`src/rtl/left_down_fifo_writer_if.sv`:
```
// Write side of the Left/Down pixel FIFO pair: per-FIFO write strobe, pixel data and full flag.
interface left_down_fifo_writer_if;
    logic        full_left;
    logic        full_down;
    logic        wr_en_Left_FIFO;
    logic        wr_en_Down_FIFO;
    logic [23:0] RGB_data_left_in;
    logic [23:0] RGB_data_down_in;

    modport master (
        input  full_left,
        input  full_down,
        output wr_en_Left_FIFO,
        output wr_en_Down_FIFO,
        output RGB_data_left_in,
        output RGB_data_down_in
    );

    modport slave (
        output full_left,
        output full_down,
        input  wr_en_Left_FIFO,
        input  wr_en_Down_FIFO,
        input  RGB_data_left_in,
        input  RGB_data_down_in
    );
endinterface

```
`src/rtl/left_down_fifo_writer.sv`:
```
// Splits the first LEFT_COLS pixels of each active video line into the Left FIFO and the
// next DOWN_COLS pixels into the Down FIFO, within the line window FIRST_LINE..LAST_LINE.
module left_down_fifo_writer #(
    parameter int LEFT_COLS  = 45,
    parameter int DOWN_COLS  = 78,
    parameter int FIRST_LINE = 0,
    parameter int LAST_LINE  = 1055
) (
    input  logic                    clk_HDMI,
    input  logic                    reset,
    input  logic                    vs,
    input  logic                    hs,
    input  logic                    de,
    input  logic [23:0]             RGB_data_in,
    left_down_fifo_writer_if.master fifo,
    output logic [12:0]             line_count,
    output logic                    frame_done,
    output logic                    overflow
);

    localparam logic [12:0] LEFT_LAST = 13'(LEFT_COLS - 1);
    localparam logic [12:0] ROW_LAST  = 13'(LEFT_COLS + DOWN_COLS - 1);
    localparam logic [13:0] FIRST_P1  = 14'(FIRST_LINE + 1);
    localparam logic [12:0] LAST_L    = 13'(LAST_LINE);

    typedef enum logic [2:0] {
        IDLE,
        WAIT_LINE,
        CAP_LEFT,
        CAP_DOWN,
        SKIP
    } state_t;

    state_t      state, state_nx;
    logic [12:0] col, col_nx;
    logic [12:0] line_nx;
    logic [12:0] pix_col;
    logic        vs_d;
    logic        vs_fall;
    logic        line_in_range;
    logic        capture;
    logic        end_line;
    logic        take_left;
    logic        take_down;
    logic        drop;
    logic        done_nx;

    // Decision stage: the write chosen on the sampling edge, presented to the FIFO one edge later.
    logic        wr_left_p;
    logic        wr_down_p;
    logic [23:0] data_left_p;
    logic [23:0] data_down_p;

    logic        hs_unused;
    assign hs_unused = hs;

    assign vs_fall = vs_d & ~vs;

    // Lower bound written as line+1 > FIRST so a zero FIRST_LINE is not a constant compare.
    assign line_in_range = (({1'b0, line_count} + 14'd1) >= FIRST_P1) &&
                           (line_count <= LAST_L);

    always_comb begin
        state_nx  = state;
        col_nx    = col;
        line_nx   = line_count;
        pix_col   = col;
        capture   = 1'b0;
        end_line  = 1'b0;
        take_left = 1'b0;
        take_down = 1'b0;
        drop      = 1'b0;
        done_nx   = 1'b0;

        if (vs) begin
            state_nx = IDLE;
            col_nx   = '0;
            line_nx  = '0;
        end else begin
            case (state)
                IDLE: begin
                    if (vs_fall) state_nx = WAIT_LINE;
                end
                WAIT_LINE: begin
                    if (de) begin
                        if (line_in_range) begin
                            capture = 1'b1;
                            pix_col = '0;
                        end else begin
                            state_nx = SKIP;
                            col_nx   = 13'd1;
                        end
                    end
                end
                CAP_LEFT, CAP_DOWN: begin
                    if (de) capture = 1'b1;
                    else    end_line = 1'b1;
                end
                SKIP: begin
                    if (!de)              end_line = 1'b1;
                    else if (col != '1)   col_nx = col + 13'd1;
                end
                default: state_nx = IDLE;
            endcase

            if (capture) begin
                col_nx = pix_col + 13'd1;
                if (pix_col == ROW_LAST)       state_nx = SKIP;
                else if (pix_col >= LEFT_LAST) state_nx = CAP_DOWN;
                else                           state_nx = CAP_LEFT;

                // A full target drops the pixel but the column still advances.
                if (pix_col <= LEFT_LAST) begin
                    if (fifo.full_left) drop = 1'b1;
                    else                take_left = 1'b1;
                end else begin
                    if (fifo.full_down) drop = 1'b1;
                    else                take_down = 1'b1;
                end
            end

            if (end_line) begin
                state_nx = WAIT_LINE;
                col_nx   = '0;
                if (line_count != '1) line_nx = line_count + 13'd1;
                done_nx  = (line_count == LAST_L);
            end
        end
    end

    always_ff @(posedge clk_HDMI) begin
        if (reset) state <= IDLE;
        else       state <= state_nx;
    end

    always_ff @(posedge clk_HDMI) begin
        if (reset) begin
            col                   <= '0;
            line_count            <= '0;
            vs_d                  <= 1'b0;
            frame_done            <= 1'b0;
            overflow              <= 1'b0;
            wr_left_p             <= 1'b0;
            wr_down_p             <= 1'b0;
            data_left_p           <= '0;
            data_down_p           <= '0;
            fifo.wr_en_Left_FIFO  <= 1'b0;
            fifo.wr_en_Down_FIFO  <= 1'b0;
            fifo.RGB_data_left_in <= '0;
            fifo.RGB_data_down_in <= '0;
        end else begin
            col        <= col_nx;
            line_count <= line_nx;
            vs_d       <= vs;
            frame_done <= done_nx;
            if (drop) overflow <= 1'b1;

            wr_left_p <= take_left;
            wr_down_p <= take_down;
            if (take_left) data_left_p <= RGB_data_in;
            if (take_down) data_down_p <= RGB_data_in;

            fifo.wr_en_Left_FIFO <= wr_left_p;
            fifo.wr_en_Down_FIFO <= wr_down_p;
            if (wr_left_p) fifo.RGB_data_left_in <= data_left_p;
            if (wr_down_p) fifo.RGB_data_down_in <= data_down_p;
        end
    end

endmodule

```
`src/flat_wrapper.sv`:
```
// flat-port wrapper written by rule: the top's interface ports become plain ports
module left_down_fifo_writer_flat 
#(
    parameter int LEFT_COLS  = 45,
    parameter int DOWN_COLS  = 78,
    parameter int FIRST_LINE = 0,
    parameter int LAST_LINE  = 1055
)
  (clk_HDMI, reset, vs, hs, de, RGB_data_in, line_count, frame_done, overflow, fifo_full_left, fifo_full_down, fifo_wr_en_Left_FIFO, fifo_wr_en_Down_FIFO, fifo_RGB_data_left_in, fifo_RGB_data_down_in);
  left_down_fifo_writer_if fifo_i ();
  input  logic clk_HDMI;
  input  logic reset;
  input  logic vs;
  input  logic hs;
  input  logic de;
  input  logic [23:0] RGB_data_in;
  output logic [12:0] line_count;
  output logic frame_done;
  output logic overflow;
  input wire logic [$bits(fifo_i.full_left)-1:0] fifo_full_left;
  input wire logic [$bits(fifo_i.full_down)-1:0] fifo_full_down;
  output wire logic [$bits(fifo_i.wr_en_Left_FIFO)-1:0] fifo_wr_en_Left_FIFO;
  output wire logic [$bits(fifo_i.wr_en_Down_FIFO)-1:0] fifo_wr_en_Down_FIFO;
  output wire logic [$bits(fifo_i.RGB_data_left_in)-1:0] fifo_RGB_data_left_in;
  output wire logic [$bits(fifo_i.RGB_data_down_in)-1:0] fifo_RGB_data_down_in;
  assign fifo_i.full_left = fifo_full_left;
  assign fifo_i.full_down = fifo_full_down;
  assign fifo_wr_en_Left_FIFO = fifo_i.wr_en_Left_FIFO;
  assign fifo_wr_en_Down_FIFO = fifo_i.wr_en_Down_FIFO;
  assign fifo_RGB_data_left_in = fifo_i.RGB_data_left_in;
  assign fifo_RGB_data_down_in = fifo_i.RGB_data_down_in;
  left_down_fifo_writer #(.LEFT_COLS(LEFT_COLS), .DOWN_COLS(DOWN_COLS), .FIRST_LINE(FIRST_LINE), .LAST_LINE(LAST_LINE)) u_core (.clk_HDMI(clk_HDMI), .reset(reset), .vs(vs), .hs(hs), .de(de), .RGB_data_in(RGB_data_in), .fifo(fifo_i), .line_count(line_count), .frame_done(frame_done), .overflow(overflow));
endmodule
```
`config.mk`:
```
export PLATFORM = sky130hd
export DESIGN_NAME = left_down_fifo_writer_flat
export DESIGN_NICKNAME = d
export VERILOG_FILES = /design/src/rtl/left_down_fifo_writer_if.sv /design/src/rtl/left_down_fifo_writer.sv /design/src/flat_wrapper.sv
export SDC_FILE = /design/constraint.sdc
export NUM_CORES = 1
export LEC_CHECK = 0
export ABC_AREA = 1
export BUFFER_PORTS_ARGS = -buffer_cell sky130_fd_sc_hd__buf_2
export CAP_MARGIN = 20
export CELL_PAD_IN_SITES_DETAIL_PLACEMENT = 1
export CELL_PAD_IN_SITES_GLOBAL_PLACEMENT = 1
export CORE_AREA = 8 8 149 151
export DETAILED_ROUTE_END_ITERATION = 10
export DIE_AREA = 0 0 157 159
export PLACE_DENSITY_LB_ADDON = 0.1
export SLEW_MARGIN = 20
export SYNTH_ARGS = -nofsm -noshare
export SYNTH_HDL_FRONTEND = slang
export SYNTH_SLANG_ARGS = --single-unit
```
`constraint.sdc`:
```
create_clock -name clk_HDMI -period 7.69 [get_ports clk_HDMI]
set_clock_uncertainty 0.1 [all_clocks]
set_input_delay 2.307 -clock clk_HDMI [delete_from_list [all_inputs] [get_ports clk_HDMI]]
set_output_delay 2.307 -clock clk_HDMI [all_outputs]
set_load 0.01 [all_outputs]
```
Word-level counts from Yosys, hierarchy flattened
Cells that the tools add are included.
{"block": "op_classes", "n_eq_ne": 18, "addsub": 4, "n_div": 0, "mux": 39, "bitwise_logic": 3, "n_reduce_logical": 12, "n_lt_le_gt_ge": 4, "shifts": 0, "mul": 0}
{"operator": "13-bit 2-to-1 mux", "n": 9}
{"operator": "13-bit by 1-bit adder with 13-bit output (second input constant)", "n": 3}
{"operator": "13-bit != test (second input constant)", "n": 2}
{"operator": "13-bit case mux with 2 select lines", "n": 1}
{"operator": "1-bit 2-to-1 mux", "n": 22}
{"operator": "3-bit 2-to-1 mux", "n": 5}
{"operator": "13-bit by 1-bit adder with 14-bit output (second input constant)", "n": 1}
{"operator": "14-bit by 1-bit greater-or-equal comparator with 1-bit output (second input constant)", "n": 1}
{"operator": "13-bit by 11-bit == test with 1-bit output (second input constant)", "n": 1}
{"operator": "13-bit by 7-bit == test with 1-bit output (second input constant)", "n": 1}
{"operator": "13-bit by 6-bit greater-or-equal comparator with 1-bit output (second input constant)", "n": 1}
{"operator": "13-bit by 11-bit less-or-equal comparator with 1-bit output (second input constant)", "n": 1}
{"operator": "13-bit by 6-bit less-or-equal comparator with 1-bit output (second input constant)", "n": 1}
{"operator": "3-bit by 1-bit != test with 1-bit output (second input constant)", "n": 3}
{"operator": "3-bit case mux with 3 select lines", "n": 1}
{"operator": "3-bit OR reduction", "n": 3}
{"operator": "4-bit AND reduction", "n": 2}
{"operator": "3-bit by 2-bit == test with 1-bit output (second input constant)", "n": 2}
{"operator": "3-bit by 2-bit != test with 1-bit output (second input constant)", "n": 2}
{"operator": "5-bit AND reduction", "n": 1}
{"operator": "4-bit by 1-bit != test with 1-bit output (second input constant)", "n": 1}
{"operator": "4-bit by 2-bit != test with 1-bit output (second input constant)", "n": 1}
{"operator": "4-bit != test (second input constant)", "n": 1}
{"operator": "2-bit OR reduction", "n": 2}
{"operator": "11 further kinds", "n": 12}
{"block": "totals", "out_inout_bits": 65, "inputBits": 31, "latchBits": 0, "rom_bits": 0, "ram_bits": 0, "reg_bits": 132, "memories": 0, "word_cells": 95}

Logic depth before layout (Yosys ltp)
{"block": "logic_depth", "ltp_word": 12, "ltp_mapped": 24, "ltp_nobuf": 22}

Least setup slack after synthesis
No wires, ideal clock.
{"block": "synth_path", "path_type": "input-to-reg", "start": "input port de", "end": "register u_core.data_left_p[14]", "stages": 16, "path_slack_ps": 3520, "setup_ps": 113, "arrival_time_ps": 3957, "t_required_ps": 7477, "cell_sequence": "inv_1 nor2_1 nand3_2 buf_6 buf_4 nand2_1 ha_1 nand4_1 a21oi_2 nand3_2 nand2_2 nand3_2 buf_6 buf_6 nor2_1 nor2_1"}
{"block": "synth_via", "elab_chain_len": 7, "word_cells_on_any_way": 11, "cone_classes": "order compare (1); mux (10)"}
{"item": "from (decl)", "line_no": "flat_wrapper.sv:15", "source": "input logic de;"}
{"item": "13-bit 2-to-1 mux", "line_no": "left_down_fifo_writer.sv:85", "source": "if (de) begin"}
{"item": "13-bit 2-to-1 mux", "line_no": "left_down_fifo_writer.sv:80", "source": "case (state)"}
{"item": "13-bit 2-to-1 mux", "line_no": "left_down_fifo_writer.sv:75", "source": "if (vs) begin"}
{"item": "13-bit by 6-bit less-or-equal comparator with 1-bit output", "line_no": "left_down_fifo_writer.sv:113", "source": "if (pix_col <= LEFT_LAST) begin"}
{"item": "1-bit 2-to-1 mux", "line_no": "left_down_fifo_writer.sv:113"}
{"item": "1-bit 2-to-1 mux (*)", "line_no": "left_down_fifo_writer.sv:106", "source": "if (capture) begin"}
{"item": "1-bit 2-to-1 mux (*)", "line_no": "left_down_fifo_writer.sv:75"}
{"item": "to (signal assigned)", "line_no": "left_down_fifo_writer.sv:160", "source": "if (take_left) data_left_p <= RGB_data_in;"}
{"item": "to (decl)", "line_no": "left_down_fifo_writer.sv:51", "source": "logic [23:0] data_left_p;"}
Mark *: on every way between the ends. The rest lies on a longest branch, timed or not. The select of a mux whose other input is x is not followed.
A chain may end at the register's enable or synchronous reset.

Final worst setup path
{"block": "layout_path", "start": "input port reset", "end": "register u_core.col[11]"}
{"block": "layout_via", "elab_chain_len": 1}
{"item": "from (decl)", "line_no": "flat_wrapper.sv:12", "source": "input logic reset;"}
{"item": "3-bit OR reduction (no line)"}
{"item": "to (signal assigned)", "line_no": "left_down_fifo_writer.sv:152", "source": "col <= col_nx;"}
{"item": "to (decl)", "line_no": "left_down_fifo_writer.sv:35", "source": "logic [12:0] col, col_nx;"}
Every way passes these cells.

==> key figures <==
Critical path
  – Crit-path slowest cell: nor2_1
  – Kind of critical path: input pin to flop
  – Crit-path max FO: 14
  – WP data required: between 7000 and 8000 ps
  – WP depth: 6
  – Critical Path End Type: flop
  – Crit path launch type: input pin
  – Crit-path max cell delay: between 700 and 800 ps
  – Most frequent CP cell: nor2_1
  – Crit path max-delay family: simple AND/OR/NAND/NOR gates
  – R2R cell count: 17
  – Worst R2R Setup Slack: 3870 ps
  – Crit-path cells: buf_2, nor2_1, inv_1, nor2_1, o21ai_0, a21oi_1
  – Critical path arrival: roughly 4900 ps
  – WP buf/inv: 2

Global route
  – Vias in the first global route: between 5000 and 6000
  – GRT Residual Overflow: 0
  – First-pass GRT wire length: roughly 28 mm
  – Initial antenna violation count: 0
  – All-layer global routing usage: between 10% and 20%
  – Pin count of the biggest net entering global routing: slightly below 70

STA
  – Fin crit period: 4670 ps
  – Setup TNS: 0 ps
  – Hold slack: about 350 ps
  – Slew Limit Fails: 0
  – Fin. Hold Viols: 0
  – PnR worst setup slack: around 3000 ps
  – Worst Max-Slew Pin Slew: 921 ps
  – RSZ-0062 raised after global routing: false
  – Fmax: roughly 210 MHz
  – Relative slew slack: between 30% and 40%
  – Fin crit share: 60.7%
  – Final Setup Violations: 0

Clock network
  – Cts repair resizes: 0
  – CTS max path bufs: 2
  – CTS clk-pin slew, worst paths: about 70 ps
  – CTS tree: done
  – CTS H-tree depth: 4
  – Sinks on Clock Net: ~130
  – Hold buffer count at cts: 0
  – Post-CTS setup buffers: 0
  – Latest clock arrival within the worst-skew pair: between 400 and 500 ps
  – Total CTS buffers: 17
  – Root buf cell: clkbuf_16

Place
  – Post-DP Area: about 6500 um^2
  – Worst slack at placement: 2090 ps
  – Final GP Congestion: ~0.76
  – HPWL Detailed: 12.0 mm
  – Port Buf Inserts: 94

Worst hold path
  – Hold path cells: 2
  – Worst hold-check path type: flop to flop

Synth
  – Synth cell types: 37
  – Post-synth top flop: dfxtp_1
  – Gate Count Post-Synth: between 800 and 900
  – Post-Syn Area: roughly 5800 um^2
  – Warnings from Yosys: 0
  – Post-synth ARST share: 0%
  – Syn nets: 874
  – Count of state elements after synthesis: 132
  – Seq/Total Area, Yosys: a little under half
  – Post-Syn Area per Cell: slightly below 7 um^2
  – Post-synth EDFFs: 0

Floorplan
  – # IOs: between 90 and 100
  – Core Area: 19800 um^2
  – Starting Density: 29.3%
  – Height of the die: roughly 160 um
  – DIE WIDTH: approximately 160 um
  – Row cnt: 52
  – Total die area: 25000 um^2

Final layout
  – Ant diodes: 0
  – Commonest non-fill, non-tap cells in the layout: nand2_1, nor2_1, dfxtp_1
  – # nets final: about 950
  – Area grow syn2layout: 20.8%
  – Commonest non-fill, non-tap cell in the layout: nand2_1
  – Layout cells sized above 1: 16.1%
  – Design Area, Final: around 7000 um^2

Drt
  – Drt wl/cell: 14.3 um
  – Via/cell ratio: approximately 4.4
  – Total wire length after detailed routing: about 17 mm
  – Final ANT Viol Nets: 0
  – Initial DRT Pass Iterations: 4
  – Vias post-DR: 5269
  – First-iteration detailed-routing DRC count: ~210
  – DRC errors left: 0

Pwr
  – PD cells: about 220 nW/um^2
  – Leak: 0.00342 uW
  – Max rail drop VDD: 151 uV
  – Total Power: roughly 1600 uW

Outcome
  – Status: complete, no violations

Job
  – Max-Cap Viols: 0
-- where the power goes --
group,internal (uW),total (uW),switching [uW]
clock network,450,776,326
logic,22.6,76.2,53.7
registers,692,698,6.01
total,1160,1550,386
-- final timing paths --
path / start / endpoint
worst max-delay path: reset / u_core.col[11]
worst min-delay path: u_core.data_down_p[9] / u_core.fifo.RGB_data_down_in[9]
worst max register to register: u_core.line_count[1] / u_core.data_left_p[12]
worst min register to register: u_core.data_down_p[9] / u_core.fifo.RGB_data_down_in[9]
-- logic make-up (layout without fill, tap and decap cells) --
family,count (synthesis),in the layout,synth area share (%)
xor+xnor,9,9,1.35
compound gates,164,164,14.6
fa+ha+maj,7,7,1.50
simple gates,379,379,26.9
flops,132,132,45.4
buf+inv,145,236,10.1
-- worst register-to-register path, delay by kind of cell (launching register included) --
| family | cells | cell delay [ps] |
|---|---|---|
| simple gates | 14 | 2570 |
| flops | 1 | 430 |
| compound gates | 1 | 130 |
| fa+ha+maj | 2 | 480 |
-- stage by stage --
step	util (%)	instances
floorplan	-	836
detailed placement	32.6	1165
finish	35.4	1197
global placement	32.6	1165
global route	35.4	1197
CTS	35.4	1197
-- flip-flops by register name, indices dropped and copies added (netlist names) --
signal and flops:
u_core.wr_down_p 1, u_core.fifo.wr_en_Left_FIFO 1, u_core.fifo.RGB_data_down_in 24, u_core.state 3
u_core.fifo.wr_en_Down_FIFO 1, u_core.fifo.RGB_data_left_in 24, u_core.overflow 1, u_core.frame_done 1
u_core.line_count 13, u_core.wr_left_p 1, u_core.data_down_p 24, u_core.col 13
u_core.vs_d 1, u_core.data_left_p 24
-- routing by layer --
metal	vias to the layer above	wire length (um)	global-route usage, %
li1	2791	-	-
met1	2379	8860	19.0
met2	84	7130	20.9
met3	15	953	4.32
met4	0	206	4.50
met5	-	0	0
-- final cells by class --
| type | count | area [um^2] |
|---|---|---|
| clock inverters | 13 | 123 |
| clock buffers | 19 | 433 |
| multi-input cells | 559 | 2590 |
| well taps | 270 | 338 |
| flip-flops and latches | 132 | 2640 |
| repair buffers | 98 | 500 |
| inverters | 106 | 398 |
| fillers | 2547 | 12800 |
-- cell usage after synthesis (2+ instances only) --
cell	n	area, um^2
nand2_2	4	25.0
nand2_1	179	672
xor2_1	6	52.6
ha_1	7	87.6
a31oi_1	2	12.5
xnor2_1	3	26.3
a21oi_1	76	380
buf_2	7	35.0
nor2_1	141	529
buf_4	2	15.0
or2_2	2	12.5
a211oi_1	2	15.0
nor2_2	2	12.5
o21ai_1	2	10.0
nand4_1	10	62.6
nand3_1	26	130
nor3_1	5	25.0
a21oi_2	2	17.5
o211ai_1	2	15.0
clkbuf_1	25	93.8
dfxtp_1	132	2640
o21ai_0	74	370
inv_1	104	390
buf_6	4	45.0
nand3_2	5	50.1
(Power assumes the default switching activity.)
